File: src/rtl/seed_serializer.sv
// seed_serializer: parallel WIDTH-bit word in, BEAT-bit beats out, MSB beat first.
// Ports: clk, reset (sync, active-high), seed/in_valid/in_ready (capture side),
//   out_data/out_valid/out_ready/out_last (beat side), busy, frames_sent (wrapping).
module seed_serializer #(
   parameter int WIDTH = 64,
   parameter int BEAT  = 8,
   parameter int CNTW  = 8
) (
   input  logic             clk,
   input  logic             reset,
   input  logic [WIDTH-1:0] seed,
   input  logic             in_valid,
   output logic             in_ready,
   output logic [BEAT-1:0]  out_data,
   output logic             out_valid,
   input  logic             out_ready,
   output logic             out_last,
   output logic             busy,
   output logic [CNTW-1:0]  frames_sent
);

   localparam int NBEATS = WIDTH / BEAT;
   localparam int CW     = $clog2(NBEATS + 1);

   if (WIDTH % BEAT != 0) begin : g_bad_beat
      $error("seed_serializer: WIDTH must be a multiple of BEAT");
   end

   typedef enum logic {
      IDLE,
      SEND
   } state_t;

   state_t           state;
   logic [WIDTH-1:0] shreg;
   logic [CW-1:0]    cnt;

   // All outputs decode only from registered state.
   assign in_ready  = (state == IDLE);
   assign out_valid = (state == SEND);
   assign busy      = (state == SEND);
   assign out_data  = shreg[WIDTH-1 -: BEAT];
   assign out_last  = (state == SEND) && (cnt == CW'(1));

   always_ff @(posedge clk) begin
      if (reset) begin
         state       <= IDLE;
         shreg       <= '0;
         cnt         <= '0;
         frames_sent <= '0;
      end else begin
         unique case (state)
            IDLE: begin
               if (in_valid) begin
                  shreg <= seed;
                  cnt   <= CW'(NBEATS);
                  state <= SEND;
               end
            end
            SEND: begin
               if (out_ready) begin
                  // Zero-fill keeps out_data at 0 once the frame drains.
                  shreg <= shreg << BEAT;
                  cnt   <= cnt - CW'(1);
                  if (cnt == CW'(1)) begin
                     state       <= IDLE;
                     frames_sent <= frames_sent + CNTW'(1);
                  end
               end
            end
            default: state <= IDLE;
         endcase
      end
   end

endmodule
File: config.mk
export PLATFORM = sky130hd
export DESIGN_NAME = seed_serializer
export DESIGN_NICKNAME = d
export VERILOG_FILES = /design/src/rtl/seed_serializer.sv
export SDC_FILE = /design/constraint.sdc
export NUM_CORES = 1
export LEC_CHECK = 0
export ABC_AREA = 1
export BUFFER_PORTS_ARGS = -buffer_cell sky130_fd_sc_hd__buf_2
export CAP_MARGIN = 25
export CORE_MARGIN = 2
export CORE_UTILIZATION = 56
export DETAILED_ROUTE_END_ITERATION = 12
export PLACE_DENSITY = 0.84
export SLEW_MARGIN = 20
export SYNTH_ARGS = -nofsm -noshare
export SYNTH_HDL_FRONTEND = slang
export SYNTH_SLANG_ARGS = --single-unit
File: constraint.sdc
create_clock -name clk -period 3.8 [get_ports clk]
set_input_delay 0.19 -clock clk [delete_from_list [all_inputs] [get_ports clk]]
set_output_delay 0.19 -clock clk [all_outputs]
set_load 0.05 [all_outputs]
* Yosys cells after proc, flatten, opt, wreduce, memory -nomap -nowiden
Cells that the tools add are included.
Storage, ports and cells: bits in registers 77, output and inout port bits 20
Operators by class: add/sub/neg operators 2, equal/unequal tests 3, mux-type cells 10, bitwise operators 1, reduce and logical (&&, ||, !) cells 3
Operators with widths (number):
- $mux 64 | 2
- $pmux 64 s2 | 1
- $add 8x1->8 const B | 1
- $mux 4 | 2
- $pmux 4 s2 | 1
- $eq 4x1->1 const B | 1
- $ne 2x2->1 const B | 2
- $sub 4x1->4 const B | 1
- $mux 1 | 3
- $reduce_and 3->1 | 1
- $pmux 1 s2 | 1
- $reduce_and 2->1 | 1
- $logic_and 1x1->1 | 1
- $not 1->1 | 1

* Longest topological paths before layout
Gate-level depths: netlist of run 1.
depth after elaboration 4, gate-level depth with buffers 9

* Least setup slack after synthesis of run 1
OpenSTA, ideal clock, no wires.
path kind register to output, start reg state, in the netlist busy, end out out_last, arrival time 1.993 ns, required time 3.610 ns, path slack 1.617 ns, cell stages (with the launch flop) 4, path buffers 1, cells stage by stage dfxtp_1 > inv_2 > clkbuf_1 > nor2_1
On the way: longest elaborated chain between the ends 1
Ends and longest elaborated chain:
- start, declared | line 34 | state_t state;
- start signal, assigned | line 47 | state <= IDLE;
- start signal, assigned | line 57 | state <= SEND;
- start signal, assigned | line 66 | state <= IDLE;
- $logic_and 1x1->1 | line 43 | assign out_last = (state == SEND) && (cnt == CW'(1));
- end, declared | line 17 | output logic out_last,
Every way passes these cells.

* Worst setup path after layout of run 1
Ends and elaborated chain as after synthesis.

==> key figures, run 1 <==
Synthesis
  – Ys async rst share: 0%
  – Leading area contributor after synthesis: dfxtp_1
  – Syn Nets: 521
  – Ranking of synthesized cells by area: dfxtp_1, nand2_1, a31oi_1, o21ai_1, buf_4
  – Sequential share of the synthesized area: 46.6%
  – Post-Syn Area: 0.00331 sq mm
  – Post-synth EDFFs: 0
  – Post-synthesis register bit count: 77
  – Netlist cell types: 21
  – Primary FF master, synth: dfxtp_1
  – Most frequent cell after synthesis: nand2_1
  – Post-Syn Area per Cell: 7.35 sq um
  – Yosys warning count: 0
  – Top cell type's share of synthesized area: 46.6%
  – Gate Count Post-Synth: 450
  – Synth top cells by count: nand2_1, dfxtp_1, a31oi_1

Timing
  – RSZ-0062 raised after global routing: no
  – Maximum achievable frequency: 424 MHz
  – Max-Slew Margin vs Limit: 57.8%
  – Max-slew violation count: 0
  – Fin crit period: 2.36 ns
  – Layout Skew: 0.00891 ns
  – Final hold violation count: 0
  – Final setup TNS: 0 ns
  – Final hold slack: 0.0943 ns
  – Tcrit/Tclk final: 62.1%
  – Slew @ Worst Pin: 0.631 ns
  – Final setup fails: 0

Layout
  – Share of cells above drive strength 1: 21.4%
  – Area growth syn-to-layout: 14.6%
  – Multi-input logic area: 0.00148 sq mm
  – Layout fillers: 536
  – Ant diodes: 0
  – FF/Latch Area: 0.00154 sq mm
  – Nets@finish: 581
  – Finished Cell Area: 0.00379 sq mm

Min path
  – Hold Path Class: in2reg

Clocking
  – Root Buffer: clkbuf_8
  – H-tree depth: 3
  – # resized after CTS: 0
  – Post-CTS Setup Inserts: 0
  – Hold buffers post-CTS: 0
  – Clk slew on worst S/H paths: 0.07 ns
  – CTS max path bufs: 2
  – Num CTS Buffers: 9
  – TritonCTS Sinks: 77
  – CTS tree: built
  – Worst-Skew Late Latency: 0.35 ns

GRT
  – Overall Global Routing Usage: 22.6%
  – Vias in the first global route: 2,612
  – First-pass GRT wire length: 11,500 um
  – Largest net degree at the start of global routing: 66
  – Initial antenna violation count: 0
  – Grt total ovfl: 0

Power
  – Power per cell area: 445 mW/mm^2
  – Worst-case vdd ir drop: 0.207 mV
  – Leak: 1.67 nW
  – Tot Pwr: 0.00169 W

Critical path
  – Crit path cell chain: buf_4 > inv_2 > buf_4 > nor2_1 > buf_2
  – R2r endpoint: shreg[40]
  – Worst path required time: 3.61 ns
  – Critical path capture point type: output pin
  – Critical-path cell with the highest stage delay: dfxtp_2
  – Crit-path most repeated cell: buf_4
  – Setup CP Type: reg2out
  – Crit Reg-Reg Startpoint: busy
  – Setup crit end: out_last
  – CP Launch Type: flop
  – Buf/Inv on CP: 4
  – CP Max Fanout: 58
  – Slowest Stage Delay on Critical Path: 0.49 ns
  – Worst setup path start: busy
  – Largest delay contributor family on the critical path: buffers and inverters
  – R2R depth: 7
  – Arrival time worst endpoint: 2.17 ns
  – Flop2flop setup slack: 1.51 ns
  – Crit path depth: 5

Detailed routing
  – Wirelength, routed: 7200 um
  – Via Count: 3,116
  – Drt drc: 0
  – Routed WL per cell: 12.3 um
  – DRT iter0 DRCs: 218
  – Post-DRT Antenna Nets: 0
  – Via/cell ratio: 5.33
  – DR pass1 iterations: 6

Placement
  – Hpwl dp: 4700 um
  – Final Wtd Congestion: 0.811
  – Port-buffer cells: 87
  – DP Area: 0.00365 sq mm

Floorplan
  – Starting Density: 59.0%
  – Core Region: 0.00561 sq mm
  – IO Count: 88
  – Height of the die: 80.9 um
  – Die width: 80.9 um
  – Rows: 27
  – Die area: 0.00654 sq mm

Run status
  – Status: finished, final reports clean

Job
  – Total of max-cap violations: 0
-- cells by family (layout without fill, tap and decap cells) --
group	count (synthesis)	in the layout	share of synthesized area [%]
compound gates	130	130	22.1
xor+xnor	1	1	0.265
fa+ha+maj	3	3	1.13
buf+inv	60	123	9.00
flops	77	77	46.6
simple gates	179	179	20.9
-- layer usage --
layer	up-vias	global-route usage, %	share of wire [%]
li1	1632	-	-
met1	1372	30.0	47
met2	99	34.7	45
met3	13	6.67	7.3
met4	0	8.47	1.6
met5	-	0	0
-- how the worst min path moves through the flow --
stage          startpoint              to  slack [ns]  depth (start not counted)
6_report          seed[1]        shreg[1]        0.09                          3
5_1_grt           seed[6]        shreg[6]        0.09                          3
4_1_cts           seed[1]        shreg[1]        0.08                          3
3_5_place_dp     in_valid            busy        0.45                          3
3_3_place_gp      seed[4]        shreg[4]        0.45                          3
2_1_floorplan       reset  frames_sent[1]        0.26                          1
-- where the power goes --
group          internal, W  switching (W)  total, W  leakage (nW)
Sequential        0.000875      0.0000386  0.000913         0.636
Clock             0.000227       0.000268  0.000495        0.0788
Combinational    0.0000980       0.000182  0.000280         0.951
Total              0.00120       0.000489   0.00169          1.67
-- through the flow --
step	worst slack (ns)	instances	utilization, %
after floorplan	1.62	450	-
after global placement	1.64	571	65.0
after detailed placement	1.52	571	65.0
after CTS	1.44	585	67.6
after global routing	1.27	585	67.6
final	1.44	585	67.6
-- worst register-to-register path: stages (launching register included) --
cell and delay (ns):
dfxtp_2 0.49, buf_4 0.45, inv_2 0.08, nand2_1 0.16, nand2_4 0.31, buf_4 0.37
o21ai_0 0.23, a31oi_1 0.07
-- area by class of cell --
type,count,share of cell area (%)
well taps,72,2.38
flip-flops and latches,77,40.7
clock inverters,3,0.396
clock buffers,11,3.46
repair buffers,92,12.5
multi-input cells,313,38.9
inverters,17,1.68
-- flip-flops by register name (all words and copies together) (netlist names) --
name         flops
busy             1
cnt              4
frames_sent      8
shreg           64
-- placed cells by master (no fill, tap or decap) --
cell type  instances
buf_2             87
dfxtp_2            1
inv_2              3
o22ai_2            1
a21oi_1           15
o21ai_1           52
nor3_1             2
nor2_1            17
a31oi_1           56
and3_1             1
clkinv_1           1
nand2_4            1
xor2_1             1
o211ai_1           1
clkinv_2           3
clkbuf_8           9
buf_4              5
nand2_1          148
dfxtp_1           76
ha_1               3
nand4_1            2
o21ai_0            5
clkbuf_1           2
nand3_1            8
inv_1             13
Power figures use the tool's default switching activity.
==> run 2: changes to the inputs <==
- CORE_UTILIZATION: 56 -> 52
- PLACE_DENSITY: 0.84 -> 0.79
- clock period: 3.8 -> 2.4 ns (I/O delays scaled with it)
==> run 2 against run 1 <==
Compared with the run above: critical path depth shrank 3; non-clock buffer count up 1; clock power is 79% higher; utilization down 5.7 points; via count is 0.77% lower; largest power group unchanged.
==> key figures, run 2 (synthesis results as in run 1) <==
Floorplan
  – Height of the die: 83.8 um
  – Die width: 83.8 um
  – Core Region: 0.00624 sq mm
  – Die area: 0.00702 sq mm
  – Starting Density: 53.0%
  – IO Count: 88
  – Rows: 29

Timing
  – Final setup fails: 0
  – Tcrit/Tclk final: 71.3%
  – Fin crit period: 1.71 ns
  – Final hold violation count: 0
  – Max-slew violation count: 0
  – Layout Skew: 0.00994 ns
  – RSZ-0062 raised after global routing: no
  – Maximum achievable frequency: 584 MHz
  – Max-Slew Margin vs Limit: 60.1%
  – Final setup TNS: 0 ns
  – Slew @ Worst Pin: 0.597 ns

Critical path
  – R2r endpoint: shreg[29]
  – Setup CP Type: reg2out
  – CP Max Fanout: 58
  – Worst path required time: 2.28 ns
  – Flop2flop setup slack: 0.79 ns
  – R2R depth: 6
  – CP Launch Type: flop
  – Crit Reg-Reg Startpoint: busy
  – Critical path capture point type: output pin
  – Arrival time worst endpoint: 1.59 ns

Job
  – Total of max-cap violations: 0

Detailed routing
  – Wirelength, routed: 7260 um
  – DRT iter0 DRCs: 164
  – Via Count: 3,092
  – Via/cell ratio: 5.21
  – Post-DRT Antenna Nets: 0
  – Routed WL per cell: 12.2 um
  – DR pass1 iterations: 4
  – Drt drc: 0

Layout
  – Most frequent cells in the layout: nand2_1, buf_2, dfxtp_1, a31oi_1, o21ai_1
  – Ant diodes: 0
  – Largest regs: shreg (64), frames_sent (8), cnt (4)
  – Finished Core Util: 61.9%
  – Max reg flops: 64
  – Commonest non-fill, non-tap cell in the layout: nand2_1
  – Layout fillers: 628
  – Share of cells above drive strength 1: 22.1%
  – Nets@finish: 582
  – Most flops, register: shreg
  – Area growth syn-to-layout: 16.8%

GRT
  – Overall Global Routing Usage: 21.2%
  – Grt total ovfl: 0
  – Vias in the first global route: 2,774
  – Largest net degree at the start of global routing: 59
  – Initial antenna violation count: 0
  – First-pass GRT wire length: 12,300 um

Clocking
  – Num CTS Buffers: 9
  – CTS max path bufs: 2
  – Clk slew on worst S/H paths: 0.08 ns
  – TritonCTS Sinks: 77
  – Hold buffers post-CTS: 0
  – CTS tree: built
  – Post-CTS Setup Inserts: 0
  – # resized after CTS: 0
  – Root Buffer: clkbuf_8
  – Worst-Skew Late Latency: 0.35 ns
  – H-tree depth: 3

Min path
  – Worst hold endpoint: busy
  – Min-delay src: in_valid
  – Hold Crit Depth: 3
  – Hold Path Class: in2reg

Power
  – Worst-case vdd ir drop: 0.359 mV
  – Leak: 1.69 nW
  – Power per cell area: 721 mW/mm^2

Placement
  – Port-buffer cells: 87
  – Final Wtd Congestion: 0.796
  – Hpwl dp: 4650 um

Run status
  – Status: finished, final reports clean
==> run 2: routing by layer <==
layer	global-route usage, %	part of all wire (%)	up-vias
li1	-	-	1635
met1	28.5	50	1351
met2	33.2	44	93
met3	3.86	5.0	13
met4	9.82	1.6	0
met5	0	0	-
==> run 2: metrics by stage <==
stage | total power, W | hold WS (ns) | cells | worst slack (ns) | instance area, sq um
final | 0.00279 | 0.0156 | 593 | 0.689 | 3860
after global routing | 0.00294 | 0.0166 | 593 | 0.579 | 3860
after CTS | 0.00281 | 0.00165 | 593 | 0.683 | 3860
after detailed placement | 0.00192 | 0.368 | 577 | 0.808 | 3680
after global placement | 0.00191 | 0.375 | 577 | 0.904 | 3680
after floorplan | 0.00182 | 0.189 | 450 | 0.287 | 3310
==> run 2: worst max path at each step <==
| stage | startpoint | endpoint | slack (ns) |
|---|---|---|---|
| global placement | cnt[1] | frames_sent[7] | 0.90 |
| global route | busy | out_valid | 0.58 |
| finish | busy | out_valid | 0.69 |
| detailed placement | busy | shreg[29] | 0.81 |
| floorplan | busy | out_last | 0.29 |
| CTS | busy | out_valid | 0.68 |
==> run 2: where the power goes <==
group          internal [W]  leakage (nW)  switching, W
clock network      0.000427        0.0921      0.000460
logic              0.000164         0.965      0.000294
registers           0.00138         0.636     0.0000569
==> run 2: area by class of cell <==
type / count / area [sq um] / area share (%)
clock buffer: 12 / 155 / 4.02
tap: 77 / 96.3 / 2.49
inverter: 17 / 63.8 / 1.65
timing repair buffer: 93 / 505 / 13.1
clock inverter: 4 / 22.5 / 0.583
multi-input combinational: 313 / 1480 / 38.2
sequential: 77 / 1540 / 39.9
==> run 2: critical path: stages (launching register included) <==
cell and delay (ns):
dfxtp_2 0.36, buf_4 0.49, buf_2 0.37
==> run 3: changes to the inputs <==
- clock period: 2.4 -> 1.6 ns (I/O delays scaled with it)
==> run 3 against run 2 <==
Compared with the run above: routed wire length rose by 10%; sequential power rose by 50%; cell area is 13% higher; global-route usage rose by 2.1 points; largest cell class unchanged; largest power group unchanged; highest routed layer unchanged.
==> key figures, run 3 (synthesis results as in run 1) <==
Critical path
  – R2r endpoint: shreg[4]
  – CP Max Fanout: 42
  – Crit Reg-Reg Startpoint: busy
  – Setup CP Type: reg2out
  – Flop2flop setup slack: 0.29 ns
  – Worst path required time: 1.52 ns
  – Critical path capture point type: output pin
  – R2R depth: 7
  – CP Launch Type: flop
  – Arrival time worst endpoint: 1.39 ns

Timing
  – Slew @ Worst Pin: 0.301 ns
  – Max-Slew Margin vs Limit: 79.9%
  – RSZ-0062 raised after global routing: no
  – Layout Skew: 0.0112 ns
  – Max-slew violation count: 0
  – Final hold violation count: 0
  – Final setup fails: 0
  – Final setup TNS: 0 ns
  – Fin crit period: 1.47 ns
  – Maximum achievable frequency: 679 MHz
  – Tcrit/Tclk final: 92.1%
  – Final hold slack: 0.0110 ns
  – Setup WS post-layout: 0.127 ns

Power
  – Power per cell area: 1010 mW/mm^2
  – Leak: 1.90 nW
  – Worst-case vdd ir drop: 0.674 mV

Run status
  – Status: finished, final reports clean

Min path
  – Min-delay src: seed[31]
  – Worst hold endpoint: shreg[31]
  – Hold Crit Depth: 3
  – Hold Path Class: in2reg

Layout
  – Max reg flops: 64
  – Area growth syn-to-layout: 32.1%
  – Final Instance Count excl. Fillers: 638
  – Share of cells above drive strength 1: 20.9%
  – Finished Cell Area: 0.00437 sq mm
  – Layout fillers: 496
  – Ant diodes: 0
  – Multi-input logic area: 0.00148 sq mm
  – Largest regs: shreg (64), frames_sent (8), cnt (4)
  – Commonest non-fill, non-tap cell in the layout: nand2_1
  – FF/Latch Area: 0.00154 sq mm
  – Most flops, register: shreg
  – Most frequent cells in the layout: nand2_1, buf_2, dfxtp_1, a31oi_1, o21ai_1
  – Nets@finish: 627

Detailed routing
  – Via/cell ratio: 5.16
  – Wirelength, routed: 7990 um
  – DR pass1 iterations: 4
  – Via Count: 3,292
  – DRT iter0 DRCs: 221
  – Drt drc: 0
  – Post-DRT Antenna Nets: 0
  – Routed WL per cell: 12.5 um

Placement
  – Hpwl dp: 4730 um
  – Setup WS pre-CTS: 0.303 ns
  – Port-buffer cells: 87
  – DP Area: 0.00374 sq mm
  – Placed cell count: 579
  – Final Wtd Congestion: 0.833

Clocking
  – TritonCTS Sinks: 77
  – Clk slew on worst S/H paths: 0.08 ns
  – Num CTS Buffers: 9
  – H-tree depth: 3
  – CTS tree: built
  – Post-CTS Setup Inserts: 0
  – Root Buffer: clkbuf_8
  – Worst-Skew Late Latency: 0.35 ns
  – CTS max path bufs: 2

Floorplan
  – Starting Density: 53.0%
  – IO Count: 88
  – Height of the die: 83.8 um
  – Rows: 29
  – Core Region: 0.00624 sq mm
  – Die area: 0.00702 sq mm
  – Die width: 83.8 um

Job
  – Total of max-cap violations: 0

GRT
  – Largest net degree at the start of global routing: 66
  – Overall Global Routing Usage: 23.3%
  – Grt total ovfl: 0
  – Initial antenna violation count: 0
  – First-pass GRT wire length: 13,400 um
  – Vias in the first global route: 3,041
==> run 3: cell types whose count changed in the layout (fill, tap and decap cells not counted), sizes merged <==
| cell | previous run | this run |
|---|---|---|
| dlygate4sd3 | 0 | 43 |
| buf | 93 | 95 |
| clkinv | 4 | 2 |
| bufinv | 0 | 1 |
| inv | 16 | 17 |
==> run 3: worst max path at each step <==
stage	startpoint	end	slack [ns]	depth (start not counted)
2_1_floorplan	busy	shreg[30]	0.06	4
3_3_place_gp	busy	shreg[40]	0.38	5
3_5_place_dp	cnt[1]	frames_sent[7]	0.30	9
4_1_cts	busy	in_ready	0.02	3
5_1_grt	cnt[1]	out_last	0.04	5
6_report	busy	in_ready	0.13	3
==> run 3: cell type report <==
cell class              count  area share (%)
multi-input cells         313            33.9
well taps                  77            2.20
clock inverters             4            1.09
clock buffers              12            3.32
inverters                  17            1.46
repair buffers            138            22.7
flip-flops and latches     77            35.3
==> run 3: repair_timing <==
action	CTS	global route
endpoints found under the setup margin	0	2
resized for setup	0	1
endpoints found under the hold margin	42	1
hold buffers	42	1
==> run 3: metrics by stage <==
step	power, W	util, %
2_1_floorplan	0.00273	-
3_3_place_gp	0.00289	60.0
3_5_place_dp	0.00291	60.0
4_1_cts	0.00441	69.8
5_1_grt	0.00463	70.0
6_report	0.00440	70.0
==> run 3: worst max-delay path, cell delays in order (launching register included) <==
cell and delay (ns):
dfxtp_2 0.35, inv_2 0.08, buf_6 0.29, buf_2 0.33
==> run 3: routing by layer <==
metal / global-route usage, % / vias up / share of wire (%)
li1: - / 1728 / -
met4: 11.7 / 0 / 2.5
met2: 38.5 / 97 / 47
met3: 5.14 / 18 / 4.9
met1: 28.6 / 1449 / 45
met5: 0 / - / 0
==> run 3: where the power goes <==
group,switching [W],internal [W],total (W)
Clock,0.000677,0.000759,0.00144
Combinational,0.000463,0.000335,0.000799
Sequential,0.0000868,0.00208,0.00216
Total,0.00123,0.00317,0.00440
